## src/rtl/masked_subbytes_seq.sv

```systemverilog
// Byte-serial SubBytes/InvSubBytes sequencer wrapped around a 3-share masked sbox.
// Optional macro SUBBYTES_SHUFFLE_EN randomizes the byte issue order of each run.
module masked_subbytes_seq #(
    parameter int N        = 3,
    parameter int SBOX_LAT = 7
) (
    input  logic         clk,
    input  logic         reset,
    input  logic         start_i,
    input  logic         decrypt_i,
    input  logic [127:0] state_i [0:N-1],
    input  logic [57:0]  rand_i,
    input  logic         rand_valid_i,
    output logic         rand_ready_o,
    output logic         ready_o,
    output logic         done_o,
    output logic [127:0] state_o [0:N-1],
    output logic         sbox_en_o,
    output logic         sbox_dec_o,
    output logic [7:0]   sbox_x_o [0:N-1],
    output logic [3:0]   zm0_o [0:2],
    output logic [3:0]   zm1_o [0:2],
    output logic [3:0]   zm2_o [0:2],
    output logic [1:0]   zi0_o [0:2],
    output logic [1:0]   zi1_o [0:2],
    output logic [1:0]   zi2_o [0:2],
    input  logic [7:0]   sbox_q_i [0:N-1]
);

    typedef enum logic [1:0] {IDLE, RUN, DONE} state_t;

    state_t            state_q, state_d;
    logic [127:0]      work_q  [0:N-1];
    logic [127:0]      res_q   [0:N-1];
    logic [127:0]      res_cap [0:N-1];
    logic              dec_q;
    logic [4:0]        n_q;
    logic [4:0]        cap_cnt_q;
    logic [SBOX_LAT:0] pipe_v_q;
    logic [3:0]        pipe_idx_q [0:SBOX_LAT];
    logic [3:0]        off_cur;
    logic [3:0]        idx;
    logic              accept, adv, cap_en, last_cap;

    assign accept   = (state_q == IDLE) && start_i;
    assign adv      = (state_q == RUN) && rand_valid_i;
    assign idx      = off_cur + n_q[3:0];
    assign cap_en   = adv && pipe_v_q[SBOX_LAT];
    assign last_cap = cap_en && (cap_cnt_q == 5'd15);

`ifdef SUBBYTES_SHUFFLE_EN
    // The first issue uses the fresh offset directly; later issues reuse the registered copy.
    logic [3:0] off_q;

    assign off_cur = (n_q == 5'd0) ? rand_i[57:54] : off_q;

    always_ff @(posedge clk or posedge reset) begin
        if (reset) begin
            off_q <= '0;
        end else if (accept) begin
            off_q <= '0;
        end else if (adv && (n_q == 5'd0)) begin
            off_q <= rand_i[57:54];
        end
    end
`else
    logic unused_shuffle;

    assign off_cur        = 4'd0;
    assign unused_shuffle = ^rand_i[57:54];
`endif

    always_ff @(posedge clk or posedge reset) begin
        if (reset) begin
            state_q <= IDLE;
        end else begin
            state_q <= state_d;
        end
    end

    always_comb begin
        state_d      = state_q;
        ready_o      = 1'b0;
        done_o       = 1'b0;
        sbox_en_o    = 1'b0;
        rand_ready_o = 1'b0;
        sbox_dec_o   = 1'b0;
        for (int k = 0; k < N; k++) begin
            sbox_x_o[k] = '0;
        end
        for (int i = 0; i < 3; i++) begin
            zm0_o[i] = '0;
            zm1_o[i] = '0;
            zm2_o[i] = '0;
            zi0_o[i] = '0;
            zi1_o[i] = '0;
            zi2_o[i] = '0;
        end
        case (state_q)
            IDLE: begin
                ready_o = 1'b1;
                if (start_i) begin
                    state_d = RUN;
                end
            end
            RUN: begin
                sbox_en_o    = rand_valid_i;
                rand_ready_o = rand_valid_i;
                sbox_dec_o   = dec_q;
                for (int i = 0; i < 3; i++) begin
                    zm0_o[i] = rand_i[4*i      +: 4];
                    zm1_o[i] = rand_i[12 + 4*i +: 4];
                    zm2_o[i] = rand_i[24 + 4*i +: 4];
                    zi0_o[i] = rand_i[36 + 2*i +: 2];
                    zi1_o[i] = rand_i[42 + 2*i +: 2];
                    zi2_o[i] = rand_i[48 + 2*i +: 2];
                end
                if (!n_q[4]) begin
                    for (int k = 0; k < N; k++) begin
                        sbox_x_o[k] = work_q[k][{idx, 3'b000} +: 8];
                    end
                end
                if (last_cap) begin
                    state_d = DONE;
                end
            end
            DONE: begin
                done_o  = 1'b1;
                state_d = IDLE;
            end
            default: state_d = IDLE;
        endcase
    end

    // Result shares with this cycle's sbox output merged in, so the last byte lands in state_o too.
    always_comb begin
        for (int k = 0; k < N; k++) begin
            res_cap[k] = res_q[k];
            if (cap_en) begin
                res_cap[k][{pipe_idx_q[SBOX_LAT], 3'b000} +: 8] = sbox_q_i[k];
            end
        end
    end

    always_ff @(posedge clk or posedge reset) begin
        if (reset) begin
            for (int k = 0; k < N; k++) begin
                work_q[k]  <= '0;
                res_q[k]   <= '0;
                state_o[k] <= '0;
            end
            dec_q     <= 1'b0;
            n_q       <= '0;
            cap_cnt_q <= '0;
            pipe_v_q  <= '0;
            for (int s = 0; s <= SBOX_LAT; s++) begin
                pipe_idx_q[s] <= '0;
            end
        end else if (accept) begin
            for (int k = 0; k < N; k++) begin
                work_q[k] <= state_i[k];
            end
            dec_q     <= decrypt_i;
            n_q       <= '0;
            cap_cnt_q <= '0;
            pipe_v_q  <= '0;
        end else if (adv) begin
            if (!n_q[4]) begin
                n_q <= n_q + 5'd1;
            end
            pipe_v_q      <= {pipe_v_q[SBOX_LAT-1:0], ~n_q[4]};
            pipe_idx_q[0] <= idx;
            for (int s = 1; s <= SBOX_LAT; s++) begin
                pipe_idx_q[s] <= pipe_idx_q[s-1];
            end
            if (cap_en) begin
                cap_cnt_q <= cap_cnt_q + 5'd1;
            end
            for (int k = 0; k < N; k++) begin
                res_q[k] <= res_cap[k];
                if (last_cap) begin
                    state_o[k] <= res_cap[k];
                end
            end
        end
    end

endmodule

```

## config.mk

```make
export PLATFORM = sky130hd
export DESIGN_NAME = masked_subbytes_seq
export DESIGN_NICKNAME = d
export VERILOG_FILES = /design/src/rtl/masked_subbytes_seq.sv
export SDC_FILE = /design/constraint.sdc
export NUM_CORES = 2
export LEC_CHECK = 0
export ABC_AREA = 1
export CAP_MARGIN = 20
export CORE_MARGIN = 2
export CORE_UTILIZATION = 34
export DETAILED_ROUTE_END_ITERATION = 10
export GPL_TIMING_DRIVEN = 0
export PLACE_DENSITY = 0.63
export SYNTH_ARGS = -nofsm -noshare
export SYNTH_HDL_FRONTEND = slang
export SYNTH_SLANG_ARGS = --single-unit
```

## constraint.sdc

```tcl
create_clock -name clk -period 43.4 [get_ports clk]
set_input_delay 10.85 -clock clk [delete_from_list [all_inputs] [get_ports clk]]
set_output_delay 10.85 -clock clk [all_outputs]
set_load 0.005 [all_outputs]
```

==> flow_summary.json <==
{
  "outcome": "complete, no violations",
  "num_rows": 146,
  "synth_top_area_share_pct": 56.0,
  "dr.first_iter.drc_count": 4819,
  "dp_hpwl_um": 188000,
  "placed_cells": 9657,
  "clk_latency_ns": 0.78,
  "syn_area_per_cell_sq_um": 8.14,
  "synth_cell_types": 29,
  "postCtsHoldBufs": 0,
  "pin_count": 938,
  "cts_buffers": 137,
  "crit_chain": "clkdlybuf4s50_1, nand3_1, inv_1, clkbuf_1, buf_4, clkdlybuf4s50_1",
  "tns_ns": 0,
  "grt.total_usage_pct": 28.7,
  "cts_buffer_depth": 3,
  "cp.buffers_inverters": 5,
  "grt_pass1_vias": 48644,
  "crit_family": "buffers and inverters",
  "ant_nets": 0,
  "irDropWorstVdd_mv": 0.0409,
  "hp-class": "register to register",
  "r2r_cells": 11,
  "synth_top_cells_by_area": "dfrtp_1, nand2_1, nand3_1, inv_1, and2_1",
  "tightest_slew_ns": 1.23,
  "worstHoldPathCells": 2,
  "synth-edff-count": 0,
  "powerDensity_nw_per_um2": 64.6,
  "post_drt_wl_per_cell_um": 23.8,
  "post_cts_buffers": 0,
  "min_period_ns": 24.28,
  "syn_area_sq_um": 53800,
  "gr-total-overflow": 0,
  "synth_most_common_cell": "nand2_1",
  "h-tree-depth": 4,
  "grt_max_degree": 44,
  "drt-vias-per-instance": 5.02,
  "drv_slew": 0,
  "antenna_found_initial": 22,
  "drt_first_pass_iters": 6,
  "root_buffer": "clkbuf_16",
  "slowest_delay_ns": 0.67,
  "arrival_ns": 13.43,
  "nNetsFinal": 8201,
  "coreArea_sq_um": 158000,
  "placement.io_buffers": 933,
  "ys_warn_count": 0,
  "p_leak_nw": 34.5,
  "endpoint": "sbox_en_o",
  "layout.cells.non_filler": 9912,
  "cts_tree": "built",
  "cts.sinks": 1205,
  "synthesis.nets": 7094,
  "drc": 0,
  "die-height_um": 402,
  "skew_ns": 0.0402,
  "fmax_mhz": 41.2,
  "cp_max_fo": 11,
  "drive_gt1_share_pct": 5.59,
  "die_x_um": 402,
  "ff2ff_setup_slack_ns": 39.18,
  "setup_violations": 0,
  "crit_start": "rand_valid_i",
  "wirelength_um": 236000,
  "r2r-start": "pipe_idx_q[0]",
  "hold_viol_final": 0,
  "num_vias": 49762,
  "ys_seq_area_share_pct": 56.0,
  "rsz0062_at_grt": "no",
  "drv_cap": 0,
  "startpoint_type": "primary input",
  "ys_async_sr_fraction_pct": 100,
  "cts.repair.resized": 0,
  "grt_pass1_wl_um": 336000,
  "syn2layout_area_growth_pct": 32.1,
  "end_kind": "primary output",
  "maxSlewHeadroom_pct": 17.9,
  "required_ns": 32.55,
  "ys_seq_elements": 1205,
  "crit_cells": 6,
  "crit_type": "primary input to primary output",
  "gp_congestion": 0.973,
  "netlist_top_cells_count": "nand2_1, dfrtp_1, nand3_1, inv_1, and2_1",
  "crit_top_cell": "clkdlybuf4s50_1",
  "initial_core_util_pct": 34.1,
  "clk_pin_slew_ns": 0.05,
  "netlist_instances": 6617,
  "synth_flop_cell": "dfrtp_1",
  "yosys.area.top_type": "dfrtp_1",
  "r2r_end": "state_o[375]",
  "crit_slowest_cell": "clkbuf_1",
  "fin_crit_sh_pct": 55.9,
  "die_area_sq_um": 162000
}
-- routing by layer --
metal / track usage (%) / wire length (um) / part of all wire, %
met1: 35.3 / 91000 / 39
met2: 46.4 / 109000 / 46
met3: 6.53 / 20400 / 8.6
met4: 16.1 / 15200 / 6.5
met5: 0 / 173 / 0.073
-- worst register-to-register path, cell delays in order, from the launching register on --
cell and delay [ns]:
dfrtp_1 0.39, buf_2 0.21, inv_2 0.12, clkbuf_1 0.62, ha_1 0.24, buf_2 0.35, nand3_1 0.23, nor2_1 0.67
clkbuf_1 0.82, nand3_1 0.25, nand3_1 0.16, nand2_1 0.06
-- metrics by stage --
step	setup slack [ns]	util (%)	instance area (sq um)	power, mW	hold WS [ns]
2_1_floorplan	15.90	-	53800	2.54	0.437
4_1_cts	19.07	45.1	71100	4.59	0.469
5_1_grt	19.02	45.1	71100	4.83	0.477
3_3_place_gp	8.32	41.7	65800	3.37	0.448
3_5_place_dp	19.08	42.1	66500	3.39	0.453
6_report	19.12	45.1	71100	4.60	0.466
-- power by group --
part           leakage [nW]  total [mW]  internal [mW]  switching [mW]
Combinational          18.1        1.72          0.625            1.10
Sequential             14.1        1.68           1.49           0.199
Clock                  2.27        1.19          0.695           0.495
-- final cells by class --
class	instances	area (sq um)
diodes	8	20.0
inverters	710	2670
plain buffers	396	1730
fillers	15493	86700
well taps	2072	2590
flip-flops and latches	1205	30200
clock buffers	210	4170
multi-input cells	4306	19300
repair buffers	968	10100
clock inverters	37	454
-- sequential cells by signal, summed over array words and instances, names as in the netlist --
register	cells
n_q	5
work_q	384
pipe_v_q	8
state_q	2
cap_cnt_q	5
pipe_idx_q	32
state_o	384
dec_q	1
res_q	384
-- kinds of logic (layout without fill, tap and decap cells) --
family	Yosys count	in the layout	share of synthesized area, %
fa+ha+maj	6	6	0.139
xor+xnor	1	1	0.0163
other cells	0	8	0
simple gates	3829	3829	30.9
flops	1205	1205	56.0
compound gates	470	470	4.78
buf+inv	1106	2321	8.16
-- worst min-delay path by stage --
stage	to	startpoint	slack [ns]
final	pipe_idx_q[15]	pipe_idx_q[19]	0.47
after global routing	work_q[14]	work_q[14]	0.48
after CTS	work_q[131]	work_q[131]	0.47
after detailed placement	work_q[196]	work_q[196]	0.45
after global placement	work_q[383]	work_q[383]	0.45
after floorplan	work_q[10]	work_q[10]	0.44
-- layout by cell type, fill, tap and decap left out, types with 17 or more instances in the layout --
| cell type | instances |
|---|---|
| dfrtp_1 | 1205 |
| nand3_1 | 812 |
| o211ai_1 | 79 |
| nor2_1 | 176 |
| clkbuf_16 | 141 |
| inv_1 | 694 |
| buf_1 | 38 |
| buf_12 | 33 |
| nand4_1 | 71 |
| and2_1 | 381 |
| clkbuf_1 | 236 |
| clkbuf_8 | 38 |
| buf_2 | 136 |
| a21oi_1 | 84 |
| o21ai_0 | 294 |
| clkinv_2 | 17 |
| clkdlybuf4s50_1 | 933 |
| nand2_1 | 2358 |
(Power assumes the default switching activity.)
